==> src/rtl/conv2x2_mac_engine.sv <==
// Sequential 2x2 convolution over a 4x4 unsigned image, one product per clock.
// Each window result is presented on a valid/ready port; done pulses after the last transfer.
module conv2x2_mac_engine #(
  parameter int PIX_W   = 8,
  parameter int IMG_DIM = 4,
  parameter int K_DIM   = 2,
  parameter int ACC_W   = 18
) (
  input  logic                             clk,
  input  logic                             rst,
  input  logic                             start,
  input  logic [IMG_DIM*IMG_DIM*PIX_W-1:0] data_in,
  input  logic [K_DIM*K_DIM*PIX_W-1:0]     weights_in,
  output logic                             busy,
  output logic                             out_valid,
  input  logic                             out_ready,
  output logic [ACC_W-1:0]                 out_data,
  output logic [3:0]                       out_index,
  output logic                             done
);

  localparam int OUT_DIM = IMG_DIM - K_DIM + 1;
  localparam int RC_W    = $clog2(IMG_DIM);
  localparam int KC_W    = (K_DIM > 1) ? $clog2(K_DIM) : 1;
  localparam int PIDX_W  = $clog2(IMG_DIM * IMG_DIM);
  localparam int TI_W    = (K_DIM > 1) ? $clog2(K_DIM * K_DIM) : 1;

  typedef enum logic [1:0] {
    S_IDLE = 2'd0,
    S_MAC  = 2'd1,
    S_HOLD = 2'd2
  } state_t;

  state_t                           r_state;
  state_t                           w_next;
  logic [IMG_DIM*IMG_DIM*PIX_W-1:0] r_data;
  logic [K_DIM*K_DIM*PIX_W-1:0]     r_wts;
  logic [ACC_W-1:0]                 r_acc;
  logic [RC_W-1:0]                  r_row;
  logic [RC_W-1:0]                  r_col;
  logic [KC_W-1:0]                  r_kr;
  logic [KC_W-1:0]                  r_kc;
  logic                             r_busy;
  logic                             r_out_valid;
  logic [ACC_W-1:0]                 r_out_data;
  logic [3:0]                       r_out_index;
  logic                             r_done;

  logic [RC_W-1:0]    w_pix_row;
  logic [RC_W-1:0]    w_pix_col;
  logic [PIDX_W-1:0]  w_pix_idx;
  logic [TI_W-1:0]    w_tap_idx;
  logic [PIX_W-1:0]   w_pix;
  logic [PIX_W-1:0]   w_wt;
  logic [2*PIX_W-1:0] w_prod;
  logic [ACC_W-1:0]   w_sum;
  logic [3:0]         w_win_idx;
  logic               w_last_tap;
  logic               w_last_col;
  logic               w_last_win;

  // Tap (kr,kc) of the current window selects one pixel/weight pair per cycle.
  assign w_pix_row  = r_row + RC_W'(r_kr);
  assign w_pix_col  = r_col + RC_W'(r_kc);
  assign w_pix_idx  = PIDX_W'(w_pix_row) * PIDX_W'(IMG_DIM) + PIDX_W'(w_pix_col);
  assign w_tap_idx  = TI_W'(r_kr) * TI_W'(K_DIM) + TI_W'(r_kc);
  assign w_pix      = r_data[w_pix_idx*PIX_W +: PIX_W];
  assign w_wt       = r_wts[w_tap_idx*PIX_W +: PIX_W];
  assign w_prod     = w_pix * w_wt;
  assign w_sum      = r_acc + ACC_W'(w_prod);
  assign w_win_idx  = 4'(r_row) * 4'(OUT_DIM) + 4'(r_col);
  assign w_last_tap = (r_kr == KC_W'(K_DIM - 1)) && (r_kc == KC_W'(K_DIM - 1));
  assign w_last_col = (r_col == RC_W'(OUT_DIM - 1));
  assign w_last_win = (r_row == RC_W'(OUT_DIM - 1)) && w_last_col;

  always_ff @(posedge clk) begin
    if (rst) begin
      r_state <= S_IDLE;
    end else begin
      r_state <= w_next;
    end
  end

  always_comb begin
    w_next = r_state;
    case (r_state)
      S_IDLE: begin
        if (start) begin
          w_next = S_MAC;
        end else begin
          w_next = S_IDLE;
        end
      end
      S_MAC: begin
        if (w_last_tap) begin
          w_next = S_HOLD;
        end else begin
          w_next = S_MAC;
        end
      end
      S_HOLD: begin
        if (out_ready && w_last_win) begin
          w_next = S_IDLE;
        end else if (out_ready) begin
          w_next = S_MAC;
        end else begin
          w_next = S_HOLD;
        end
      end
      default: w_next = S_IDLE;
    endcase
  end

  always_ff @(posedge clk) begin
    if (rst) begin
      r_data      <= '0;
      r_wts       <= '0;
      r_acc       <= '0;
      r_row       <= '0;
      r_col       <= '0;
      r_kr        <= '0;
      r_kc        <= '0;
      r_busy      <= 1'b0;
      r_out_valid <= 1'b0;
      r_out_data  <= '0;
      r_out_index <= 4'd0;
      r_done      <= 1'b0;
    end else begin
      r_done <= 1'b0;
      case (r_state)
        S_IDLE: begin
          if (start) begin
            r_data <= data_in;
            r_wts  <= weights_in;
            r_acc  <= '0;
            r_row  <= '0;
            r_col  <= '0;
            r_kr   <= '0;
            r_kc   <= '0;
            r_busy <= 1'b1;
          end
        end
        S_MAC: begin
          r_acc <= w_sum;
          if (r_kc == KC_W'(K_DIM - 1)) begin
            r_kc <= '0;
            r_kr <= r_kr + KC_W'(1);
          end else begin
            r_kc <= r_kc + KC_W'(1);
          end
          if (w_last_tap) begin
            r_out_data  <= w_sum;
            r_out_index <= w_win_idx;
            r_out_valid <= 1'b1;
          end
        end
        S_HOLD: begin
          // Result stays frozen until the readout stage takes it.
          if (out_ready) begin
            r_out_valid <= 1'b0;
            if (w_last_win) begin
              r_busy <= 1'b0;
              r_done <= 1'b1;
            end else begin
              r_acc <= '0;
              r_kr  <= '0;
              r_kc  <= '0;
              if (w_last_col) begin
                r_col <= '0;
                r_row <= r_row + RC_W'(1);
              end else begin
                r_col <= r_col + RC_W'(1);
              end
            end
          end
        end
        default: begin
          r_busy      <= 1'b0;
          r_out_valid <= 1'b0;
        end
      endcase
    end
  end

  assign busy      = r_busy;
  assign out_valid = r_out_valid;
  assign out_data  = r_out_data;
  assign out_index = r_out_index;
  assign done      = r_done;

endmodule

==> config.mk <==
export PLATFORM = sky130hd
export DESIGN_NAME = conv2x2_mac_engine
export DESIGN_NICKNAME = d
export VERILOG_FILES = /design/src/rtl/conv2x2_mac_engine.sv
export SDC_FILE = /design/constraint.sdc
export NUM_CORES = 1
export LEC_CHECK = 0
export ABC_AREA = 1
export CORE_AREA = 2 2 162 196
export CTS_CLUSTER_DIAMETER = 80
export DETAILED_ROUTE_END_ITERATION = 12
export DIE_AREA = 0 0 164 198
export PLACE_DENSITY_LB_ADDON = 0.3
export SKIP_LAST_GASP = 1
export SYNTH_ARGS = -nofsm -noshare
export SYNTH_HDL_FRONTEND = slang
export SYNTH_SLANG_ARGS = --single-unit
==> constraint.sdc <==
create_clock -name clk -period 7.9 [get_ports clk]
set_clock_uncertainty 0.2 [all_clocks]
set_input_delay 0.79 -clock clk [delete_from_list [all_inputs] [get_ports clk]]
set_output_delay 0.79 -clock clk [all_outputs]
set_load 0.1 [all_outputs]
---- After elaboration in Yosys (flattened, before gate mapping) ----
Cells that the tools add are included.
storage, ports and cells
  input port bits ......................... 164
  register bits ........................... 211
  output and inout bits ................... 25
  word-level logic and storage cells ...... 90
cells by class
  multiply operators ...................... 2
  shift-type cells ........................ 2
  mux-type cells .......................... 33
  eq/ne operators ......................... 11
  reductions and logical operators ........ 15
  $add $sub $neg .......................... 10
  bitwise logic cells ..................... 4
operators with widths
  kind                   count
  $shiftx A128 B8 Y8     1
  $mux W18               3
  $pmux W18 S3           1
  $shiftx A32 B6 Y8      1
  $mux W2                10
  $add A18 B16 Y18       1
  $mul A8 B8 Y16         1
  $ne A2 B2 Y1 const B   7
  $mux W1                12
  $pmux W1 S3            4
  $reduce_and A4 Y1      3
  $reduce_and A5 Y1      2
  $add A4 B2 Y4          2
  $pmux W2 S2            2
  $add A2 B1 Y2          3
  $eq A2 B2 Y1 const B   3
  $pmux W2 S3            1
  $add A2 B1 Y2 const B  2
  $mul A2 B2 Y4 const B  1
  $not A1 Y1             4
  $reduce_and A2 Y1      2
  $logic_and A1 B1 Y1    3
  $reduce_and A3 Y1      1
  $reduce_bool A3 Y1     1
  5 further kinds        6

---- Depth between registers and ports, before layout ----
  depth in word-level cells ............... 6
  gate-level depth with buffers ........... 33
  depth with buffers taken out ............ 31

---- Worst setup path after synthesis ----
OpenSTA, ideal clock, no wires.
  kind .................................... register to register
  from .................................... reg r_col[0]
  to ...................................... reg r_out_data[17], in the netlist out_data[17]
  cell stages (with the launch flop) ...... 27
  clock period less this slack ............ 5143 ps
  data arrival time ....................... 4834 ps
  setup time .............................. 109 ps
  path slack .............................. 2757 ps
  required time ........................... 7591 ps
  path buffers ............................ 2
  cells stage by stage .................... dfxtp_1 -> ha_1 -> buf_2 -> clkbuf_1 -> a21oi_1 -> o21ai_0 -> nand2_1 -> nand2_1 -> nand2_1 -> o21ai_2 -> nor2_1 -> fa_1 -> fa_1 -> inv_1 -> fa_1 -> fa_1 -> inv_1 -> ha_1 -> or2_2 -> nand3_1 -> nand2_1 -> nand2_1 -> nand3_1 -> nand2_1 -> nand2_1 -> nand2_1 -> inv_1
on the way
  cells in the longest elaborated chain, start to end .. 5
RTL lines
  element                 RTL line  source
  start, declared         40        logic [RC_W-1:0] r_col;
  start signal, assigned  172       r_col <= r_col + RC_W'(1);
  $add A2 B1 Y2           64        assign w_pix_col = r_col + RC_W'(r_kc);
  $add A4 B2 Y4           65        assign w_pix_idx = PIDX_W'(w_pix_row) * PIDX_W'(IMG_DIM) + PIDX_W'(w_pix_col);
  $shiftx A128 B8 Y8      67        assign w_pix = r_data[w_pix_idx*PIX_W +: PIX_W];
  $mul A8 B8 Y16          69        assign w_prod = w_pix * w_wt;
  $add A18 B16 Y18        70        assign w_sum = r_acc + ACC_W'(w_prod);
  end signal, assigned    152       r_out_data <= w_sum;
  end, declared           45        logic [ACC_W-1:0] r_out_data;
Every way passes these cells.
A chain may end at the register's enable or synchronous reset.

---- Final worst setup path ----
  from .................................... reg r_kc
  to ...................................... reg r_out_data[12], in the netlist out_data[12]
on the way
  cells in the longest elaborated chain, start to end .. 5
  elaborated cells on any way between the ends .. 9
  those cells by class .................... add/sub (4); mul (1); shift (2); reduce/logical (2)
RTL lines
  element                 RTL line  source
  start, declared         42        logic [KC_W-1:0] r_kc;
  start signal, assigned  149       r_kc <= r_kc + KC_W'(1);
  $add A2 B1 Y2           64
  $add A4 B2 Y4           65
  $shiftx A128 B8 Y8      67
  $mul A8 B8 Y16          69
  $add A18 B16 Y18        70
Several ways; a longest one is shown, not always the timed one.

==> qor.txt <==
Unrepaired setup endpoints after global routing = no
Synth Instances = 1,723
DIE AREA = 32,500 um^2
FF+latch count, synth = 211
Synth warnings = 0
Synth Flop Type = dfxtp_1
Final Cycle Share = 80.9%
Final setup vio count = 0
Share of cells above drive strength 1 = 5.41%
Critical path type = flop to flop
CTS sink cnt = 211
Most common cell on crit path = nand2_1
Initial antenna violation count = 0
Cell total after placement = 2,229
Final Core Density = 48.2%
Global-route wire length before repair = 53.3 mm
Slew Viols, Final = 0
Mapped Area = 12,100 um^2
Setup Buffers After CTS = 0
# DRC = 0
Total Neg Setup Slack = 0 ns
Nets = 2,114
Slew headroom = 34.1%
Diodes inserted = 0
H-tree depth = 1
CTS Buf Count = 23
Worst-path fanout max = 92
Worst-margin pin slew = 0.986 ns
Hold depth = 2
Post-DRT Antenna Nets = 0
Std-Cell Rows = 71
Power per cell area = 284 nW/um^2
Area of the core = 30,800 um^2
Count leader, synth = nor2_1
CTS max path bufs = 3
First-pass DRT Iterations = 5
Starting Density = 39.2%
Synth area leader = dfxtp_1
Final GP Congestion = 0.936
Max Clock Freq = 156 MHz
Crit end category = flop
Critical Path Start Type = flop
Most frequent cells after synthesis = 293 x nor2_1, 283 x nand2_1, 247 x inv_1
Drt wl/cell = 14.5 um
Via/cell ratio = 4.83
Largest net degree at the start of global routing = 152
Post-Syn Nets = 1,984
Finished Layout Cells = 2,268
Num ports = 189
Total GRT Usage = 20.3%
Clock Pin Slew Worst Setup and Hold Paths = 0.06 ns
Post-synth top area share = 34.9%
Peak VDD IR = 0.000204 V
Port bufs = 188
Critical path's largest stage delay = 0.74 ns
WP data required = 8.11 ns
Final Hold Viols = 0
Top cells by area, synth = dfxtp_1 35%, nor2_1 9.1%, o21ai_0 9.0%, nand2_1 8.8%, fa_1 8.6%
Worst Reg-to-Reg Cells = 28
DR vias = 11.0k
Cts hold-fix bufs = 0
Vias in the first global route = 10.9k
Final WL = 32.8 mm
Dpl hpwl = 24.1 mm
Min cycle time layout = 6.39 ns
Netlist cell types = 34
Seq/Total Area, Yosys = 34.9%
Overflow after GRT = 0
Async SR Flop Fraction = 0%
Initial drt markers = 547
Worst Path Arrival = 6.60 ns
Total Power = 4.22 mW
Skew-Pair Late Insertion Delay = 0.50 ns
Worst hold path type = flop to flop
Leak = 6.77 nW
Die X-Extent = 164 um
Area growth, synth to finish = 22.9%
# resized after CTS = 0
Post-synth EDFFs = 0
CTS Root Cell = clkbuf_16
Syn avg cell area = 7.02 um^2
Status = finished clean
Die height = 198 um
CTS tree = built
Max Cap Viol = 0
Crit path max-delay cell type = ha_4
Hold slack final = 0.252 ns
==> logic make-up (layout without fill, tap and decap cells) <==
group,count (synthesis),after routing,share of synthesized area [%]
AOI/OAI and AO/OA,427,427,18.7
xor gates and xnor gates,10,10,1.03
adders and majority gates,97,97,13.3
buffers and inverters,347,491,11.5
DFF,211,211,34.9
and+or+nand+nor,631,631,20.5
==> final cells by class <==
cell class / count / area [um^2]
Multi-Input combinational cell: 1165 / 6500
Tap cell: 401 / 502
Fill cell: 3092 / 16000
Sequential cell: 211 / 4220
Timing Repair Buffer: 199 / 1960
Clock buffer: 32 / 649
Clock inverter: 7 / 65.1
Inverter: 253 / 957
==> path summary, 6_finish.rpt <==
check	from	to	slack [ns]
setup / recovery	r_kc	out_data[12]	1.51
hold / removal	r_wts[23]	r_wts[23]	0.25
setup reg to reg	r_kc	out_data[12]	1.51
hold reg to reg	r_wts[23]	r_wts[23]	0.25
==> state kept, by name, indices dropped and copies added (netlist names) <==
register / flops
out_data: 18
r_kc: 1
r_data: 128
out_valid: 1
r_kr: 1
r_wts: 32
r_acc: 18
r_state: 2
busy: 1
out_index: 4
r_col: 2
done: 1
r_row: 2
==> worst max-delay path: cells and delay by family (launching register included) <==
family                     cells  cell delay (ns)
adders and majority gates      6             3.20
and+or+nand+nor               14             1.25
DFF                            1             0.58
buffers and inverters          5             0.52
AOI/OAI and AO/OA              3             0.50
==> layer usage <==
layer	GRT usage (%)	wire [um]	up-vias
li1	-	-	5645
met1	24.2	13900	5033
met2	37.3	16600	221
met3	2.47	1200	60
met4	6.79	1030	0
met5	0	0	-
==> per-stage QoR <==
stage | setup WS, ns | instance area, um^2
2_1_floorplan | 2.76 | 12100
3_3_place_gp | 1.54 | 14100
3_5_place_dp | 1.52 | 14100
4_1_cts | 1.52 | 14900
5_1_grt | 1.04 | 14900
6_report | 1.51 | 14900
==> power by group <==
part | internal (mW) | switching (mW)
Clock | 0.603 | 0.425
Sequential | 1.16 | 0.0441
Combinational | 0.719 | 1.27
==> placed cells by master (no fill, tap or decap), types with 11 or more instances in the layout <==
master / synthesis / routed
or2_2: 26 / 26
fa_1: 52 / 52
o21ai_0: 218 / 218
nand3_1: 17 / 17
nor2_1: 293 / 293
ha_1: 45 / 44
clkbuf_16: 0 / 23
nand2_1: 283 / 283
o21ai_2: 12 / 12
buf_4: 1 / 11
a21oi_1: 157 / 157
inv_1: 247 / 246
o21ai_1: 24 / 24
dfxtp_1: 211 / 211
clkdlybuf4s50_1: 0 / 188
No activity file was read; power rests on OpenSTA's default activity.
